==> src/rtl/writeback_stage_pkg.sv <==
// Shared CPU pipeline definitions: widths and the field layout of the
// memory-to-writeback bus, so packing and unpacking stay consistent.
package writeback_stage_pkg;

  localparam int XLEN            = 64;
  localparam int REG_IDX_W       = 5;
  localparam int MS_TO_WS_BUS_WD = 1 + REG_IDX_W + 2 * XLEN;  // 134
  localparam int WS_TO_RF_BUS_WD = 1 + REG_IDX_W + XLEN;      // 70

  // Field positions inside ms_to_ws_bus: {gr_we, dest, final_result, pc}
  localparam int PC_LSB     = 0;
  localparam int PC_MSB     = PC_LSB + XLEN - 1;              // 63
  localparam int RESULT_LSB = PC_MSB + 1;                     // 64
  localparam int RESULT_MSB = RESULT_LSB + XLEN - 1;          // 127
  localparam int DEST_LSB   = RESULT_MSB + 1;                 // 128
  localparam int DEST_MSB   = DEST_LSB + REG_IDX_W - 1;       // 132
  localparam int GR_WE_BIT  = DEST_MSB + 1;                   // 133

endpackage

==> src/rtl/writeback_stage_pipe_reg.sv <==
// Generic valid+payload pipeline register. The valid bit follows the
// upstream valid whenever the stage accepts; the payload only loads on an
// accepted valid transfer, so bubbles leave the last payload in place.
module writeback_stage_pipe_reg #(
  parameter int WIDTH = 8
) (
  input  logic             clk,
  input  logic             reset,
  input  logic             load_en,
  input  logic             in_valid,
  input  logic [WIDTH-1:0] in_data,
  output logic             out_valid,
  output logic [WIDTH-1:0] out_data
);

  logic             valid_r;
  logic [WIDTH-1:0] data_r;

  // Valid/payload state with asynchronous clear and load-enabled capture
  always_ff @(posedge clk or posedge reset) begin
    if (reset) begin
      valid_r <= 1'b0;
      data_r  <= {WIDTH{1'b0}};
    end else if (load_en) begin
      valid_r <= in_valid;
      if (in_valid) begin
        data_r <= in_data;
      end else begin
        data_r <= data_r;
      end
    end else begin
      valid_r <= valid_r;
      data_r  <= data_r;
    end
  end

  assign out_valid = valid_r;
  assign out_data  = data_r;

endmodule

==> src/rtl/writeback_stage.sv <==
// Write-back stage: registers one instruction from the memory stage and
// turns it into a register-file write request plus debug trace outputs.
module writeback_stage
  import writeback_stage_pkg::*;
(
  input  logic                       clk,
  input  logic                       reset,
  output logic                       ws_allowin,
  input  logic                       ms_to_ws_valid,
  input  logic [MS_TO_WS_BUS_WD-1:0] ms_to_ws_bus,
  output logic [WS_TO_RF_BUS_WD-1:0] ws_to_rf_bus,
  output logic [XLEN-1:0]            debug_wb_pc,
  output logic [3:0]                 debug_wb_rf_wen,
  output logic [REG_IDX_W-1:0]       debug_wb_rf_wnum,
  output logic [XLEN-1:0]            debug_wb_rf_wdata
);

  logic                       ws_ready_go_s;
  logic                       ws_valid_r;
  logic [MS_TO_WS_BUS_WD-1:0] ms_to_ws_bus_r;

  logic                       gr_we_s;
  logic [REG_IDX_W-1:0]       dest_s;
  logic [XLEN-1:0]            final_result_s;
  logic [XLEN-1:0]            pc_s;
  logic                       rf_we_s;

  // Write-back has no multi-cycle work, so it never holds an instruction.
  assign ws_ready_go_s = 1'b1;
  assign ws_allowin    = !ws_valid_r || ws_ready_go_s;

  writeback_stage_pipe_reg #(
    .WIDTH (MS_TO_WS_BUS_WD)
  ) u_pipe_reg (
    .clk       (clk),
    .reset     (reset),
    .load_en   (ws_allowin),
    .in_valid  (ms_to_ws_valid),
    .in_data   (ms_to_ws_bus),
    .out_valid (ws_valid_r),
    .out_data  (ms_to_ws_bus_r)
  );

  // Unpack the registered bus
  assign gr_we_s        = ms_to_ws_bus_r[GR_WE_BIT];
  assign dest_s         = ms_to_ws_bus_r[DEST_MSB:DEST_LSB];
  assign final_result_s = ms_to_ws_bus_r[RESULT_MSB:RESULT_LSB];
  assign pc_s           = ms_to_ws_bus_r[PC_MSB:PC_LSB];

  // A stale payload left behind by a bubble must never write; x0 writes are
  // passed on and discarded by the register file itself.
  assign rf_we_s      = gr_we_s && ws_valid_r;
  assign ws_to_rf_bus = {rf_we_s, dest_s, final_result_s};

  assign debug_wb_pc       = pc_s;
  assign debug_wb_rf_wen   = {4{rf_we_s}};
  assign debug_wb_rf_wnum  = dest_s;
  assign debug_wb_rf_wdata = final_result_s;

endmodule

==> config.mk <==
export PLATFORM = sky130hd
export DESIGN_NAME = writeback_stage
export DESIGN_NICKNAME = d
export VERILOG_FILES = /design/src/rtl/writeback_stage_pkg.sv /design/src/rtl/writeback_stage_pipe_reg.sv /design/src/rtl/writeback_stage.sv
export SDC_FILE = /design/constraint.sdc
export NUM_CORES = 1
export LEC_CHECK = 0
export CORE_AREA = 2 2 154 156
export CTS_BUF_LIST = sky130_fd_sc_hd__clkbuf_4
export DETAILED_ROUTE_END_ITERATION = 10
export DIE_AREA = 0 0 156 158
export DONT_BUFFER_PORTS = 1
export GPL_TIMING_DRIVEN = 1
export MAX_ROUTING_LAYER = met4
export PLACE_DENSITY = 0.45
export SLEW_MARGIN = 20
export SYNTH_ARGS = -nofsm -noshare
export SYNTH_HDL_FRONTEND = slang
export SYNTH_SLANG_ARGS = --single-unit
export TNS_END_PERCENT = 30
==> constraint.sdc <==
create_clock -name clk -period 6.1 [get_ports clk]
set_input_delay 1.525 -clock clk [delete_from_list [all_inputs] [get_ports clk]]
set_output_delay 1.525 -clock clk [all_outputs]
set_load 0.01 [all_outputs]
Word level (Yosys, flattened, before mapping)
Cells that the tools add are included.
- output and inout port bits: 208
- logic and storage cells: 3
- register bits after elaboration: 135
- reduce and logical (&&, ||, !) cells: 1
- operators with widths (cell ; number):
    logical AND 1 bit ; 1

Logic depth before layout (Yosys ltp)
- depth in word-level cells: 1
- gate-level depth with buffers: 4
- mapped depth without buffers: 1

By module
From an unflattened synthesis, not the netlist that was laid out.
- cells, all modules: 364
- area, all modules: 5736.8 um^2
- by module, submodules not included (module ; area each (um^2) ; times used ; cells an instance):
    writeback_stage_pipe_reg ; 5163.7 ; 1 ; 287
    writeback_stage ; 573.0 ; 1 ; 77

Least setup slack after synthesis
No wires, ideal clock.
- path type: input to register
- start: in ms_to_ws_valid
- end: reg u_pipe_reg.data_r[100] (netlist: u_pipe_reg.out_data[100])
- buffers on the path: 3
- required time: 5.975 ns
- stages: 4
- path slack: 3.756 ns
- arrival: 2.218 ns
- cell sequence: buf_6 > buf_6 > buf_6 > mux2_4
- RTL lines (element ; line ; source):
    start: declaration ; writeback_stage.sv:9 ; input logic ms_to_ws_valid,
    end signal: assignment ; writeback_stage_pipe_reg.sv:23 ; data_r <= {WIDTH{1'b0}};
    end signal: assignment ; writeback_stage_pipe_reg.sv:27 ; data_r <= in_data;
    end signal: assignment ; writeback_stage_pipe_reg.sv:29 ; data_r <= data_r;
    end: declaration ; writeback_stage_pipe_reg.sv:17 ; logic [WIDTH-1:0] data_r;
No word-level cell between the ends.

Worst setup path after layout
- start: reg u_pipe_reg.data_r[133] (netlist: u_pipe_reg.out_data[133])
- end: out debug_wb_rf_wen[1]
- longest elaborated chain between the ends: 1
- RTL lines (element ; line ; source):
    logical AND 1 bit ; writeback_stage.sv:52 ; assign rf_we_s = gr_we_s && ws_valid_r;
    end: declaration ; writeback_stage.sv:13 ; output logic [3:0] debug_wb_rf_wen,
No other way between the ends.

==> flow_summary.ini <==
[pwr]
peakVddDrop_mv = 0.0860
clkPwrFrac_pct = 30.3
power_leakage_nw = 2.51
p_int_mw = 1.29
swShare_pct = 29.5
p_per_area_mw_per_mm2 = 317
seq_power_share_pct = 61.9
switchingPower_uw = 540
p_comb_share_pct = 7.8

[global_route]
grt_overflow_total = 0
grt_pass1_vias = 2709
grt_pass1_wl_um = 15700
antenna_found_initial = 2
track_usage_pct = 8.96
grt_max_degree = 136

[layout]
nFillCells = 2379
drive_above_1_share_pct = 54.1
fin_area_sq_mm = 0.00576
area_delta_synth_final_pct = -15.4
nets = 429

[routing]
drtPass1Iterations = 2
ant_nets = 0
wl_um = 10800
dr.first_iter.drc_count = 98
vias = 2472
avgViaCountPerCell = 4.14
drc = 0
avgRoutedWirePerCell_um = 18.2

[placed_design]
routabilityCongestion = 0.655
io_buffers = 0
dpl_worst_slack_ps = 3200
dpl.hpwl_um = 7270
dpl_cell_area_sq_mm = 0.00550

[clock_tree]
cts-resized-gates = 0
cts_buffers = 17
insertion_delay_ps = 500
cts_buffer_depth = 2
cts-root-buf = clkbuf_4
cts_tree = done
clock_sinks = 135
cts_setup_buffers = 0
holdBufCountCts = 0
htreeDepth = 4
clkSlewWorstSetupHoldPaths_ps = 110

[logic_synthesis]
ys_ff_latch = 135
yosysMostFrequentCell = buf_4
avgSynthCellArea_sq_um = 13.8
ys_seq_area_share_pct = 49.6
yosys.cell_types.count = 9
synth_cells = 495
synth-async-reset-ratio_pct = 100
synth.cells.most_frequent = buf_4, dfrtp_1, mux2_2, mux2_4, buf_6
synth_edf_count = 0
synth_fp_nets = 632
synth-main-ff-cell = dfrtp_1
syn-cell-area_sq_mm = 0.00681
synth_top_area_cell = dfrtp_1
synth_top_area_share_pct = 49.6
synthTopCellsByArea = dfrtp_1, buf_4, mux2_4
ys_warn_count = 0

[critical_path]
startpoint_type = flop
crit_chain = and2_1
worst_ep_required_time_ps = 4580
crit_slowest_cell = and2_1
arrival_ps = 1320
crit_buf_inv = 0
path_class = reg2out
critical_path.top_delay_family = simple AND/OR/NAND/NOR gates
worstPathMaxFanout = 5
cp-end-kind = output port
critPathMaxStageDelay_ps = 470

[sta]
clock_skew_ps = 0
slew_headroom_pct = 48.4
layout_setup_ws_ps = 3260
fin_crit_sh_pct = 46.6
period_needed_ps = 2840
fmax_ghz = 0.352
rsz0062_at_grt = false
setup-violations-final = 0
tightest_slew_ps = 774
timing.setup.tns_ps = 0
slew_violations = 0
final-hold-violation-count = 0

[die]
core_area_sq_mm = 0.0231
num_rows = 56
die_w_um = 156
start_util_pct = 29.6
io_pins = 345
die_area_sq_mm = 0.0246
die_y_um = 158

[worst_hold_path]
min_path_type = reg2reg

[run_status]
status = completed

[flow_run]
cap_viol_max_count = 0
[cell type report]
class	count	area (sq um)	share of cell area, %
repair buffers	1	7.51	0.130
inverters	1	8.76	0.152
multi-input cells	136	1740	30.3
clock buffers	17	128	2.22
flip-flops and latches	135	3380	58.6
well taps	290	363	6.30
clock inverters	15	126	2.19
diodes	2	5.00	0.0869
[cells in the final DEF, fill, tap and decap left out]
cell        count
bufinv_16       1
clkbuf_4       17
conb_1          1
and2_1          1
clkinv_4        2
dfrtp_1       135
clkinv_1        3
mux2_2         74
mux2_4         60
clkinvlp_4      3
inv_6           5
buf_4           1
clkinv_2        2
diode_2         2
[routing by layer]
layer | GRT usage [%] | share of wire [%] | vias to the layer above
li1 | - | - | 1011
met1 | 8.67 | 36 | 1244
met2 | 15.2 | 52 | 208
met3 | 4.24 | 10 | 9
met4 | 4.28 | 1.7 | 0
met5 | - | 0 | -
[sequential cells by signal (all words and copies together) (netlist names)]
register / flops
u_pipe_reg.out_data: 134
u_pipe_reg.out_valid: 1
[metrics by stage]
stage / hold slack (ps) / util (%) / std cells / power [mW]
floorplan: 472 / - / 495 / 1.47
global placement: 488 / 23.9 / 563 / 1.30
detailed placement: 492 / 23.9 / 563 / 1.30
CTS: 521 / 25.0 / 595 / 1.89
global route: 554 / 25.0 / 597 / 1.95
finish: 513 / 25.0 / 597 / 1.83
[power groups by stage]
stage	combinational, mW	clock [mW]	sequential, mW
5_1_grt	0.156	0.643	1.15
2_1_floorplan	0.422	0	1.04
6_report	0.142	0.554	1.13
3_3_place_gp	0.142	0	1.15
3_5_place_dp	0.147	0	1.15
4_1_cts	0.147	0.604	1.13
[path summary, 6_finish.rpt]
check                                    startpoint                  endpoint  slack, ps  cells after the start
min reg2reg                u_pipe_reg.out_data[133]  u_pipe_reg.out_data[133]        510                      1
max in group asynchronous                     reset   u_pipe_reg.out_data[73]       3880                      2
min in group asynchronous                     reset  u_pipe_reg.out_data[113]        970                      1
max reg2reg                 u_pipe_reg.out_data[70]   u_pipe_reg.out_data[70]       5180                      1
max                        u_pipe_reg.out_data[133]        debug_wb_rf_wen[1]       3260                      1
min                        u_pipe_reg.out_data[133]  u_pipe_reg.out_data[133]        510                      1
[cell families (layout without fill, tap and decap cells)]
| group | count (synthesis) | after routing | synth area share (%) |
|---|---|---|---|
| DFF | 135 | 135 | 49.6 |
| other | 1 | 3 | 0.0550 |
| buffers and inverters | 224 | 34 | 24.8 |
| muxes | 134 | 134 | 25.5 |
| and+or+nand+nor | 1 | 1 | 0.0919 |
Power figures use the tool's default switching activity.
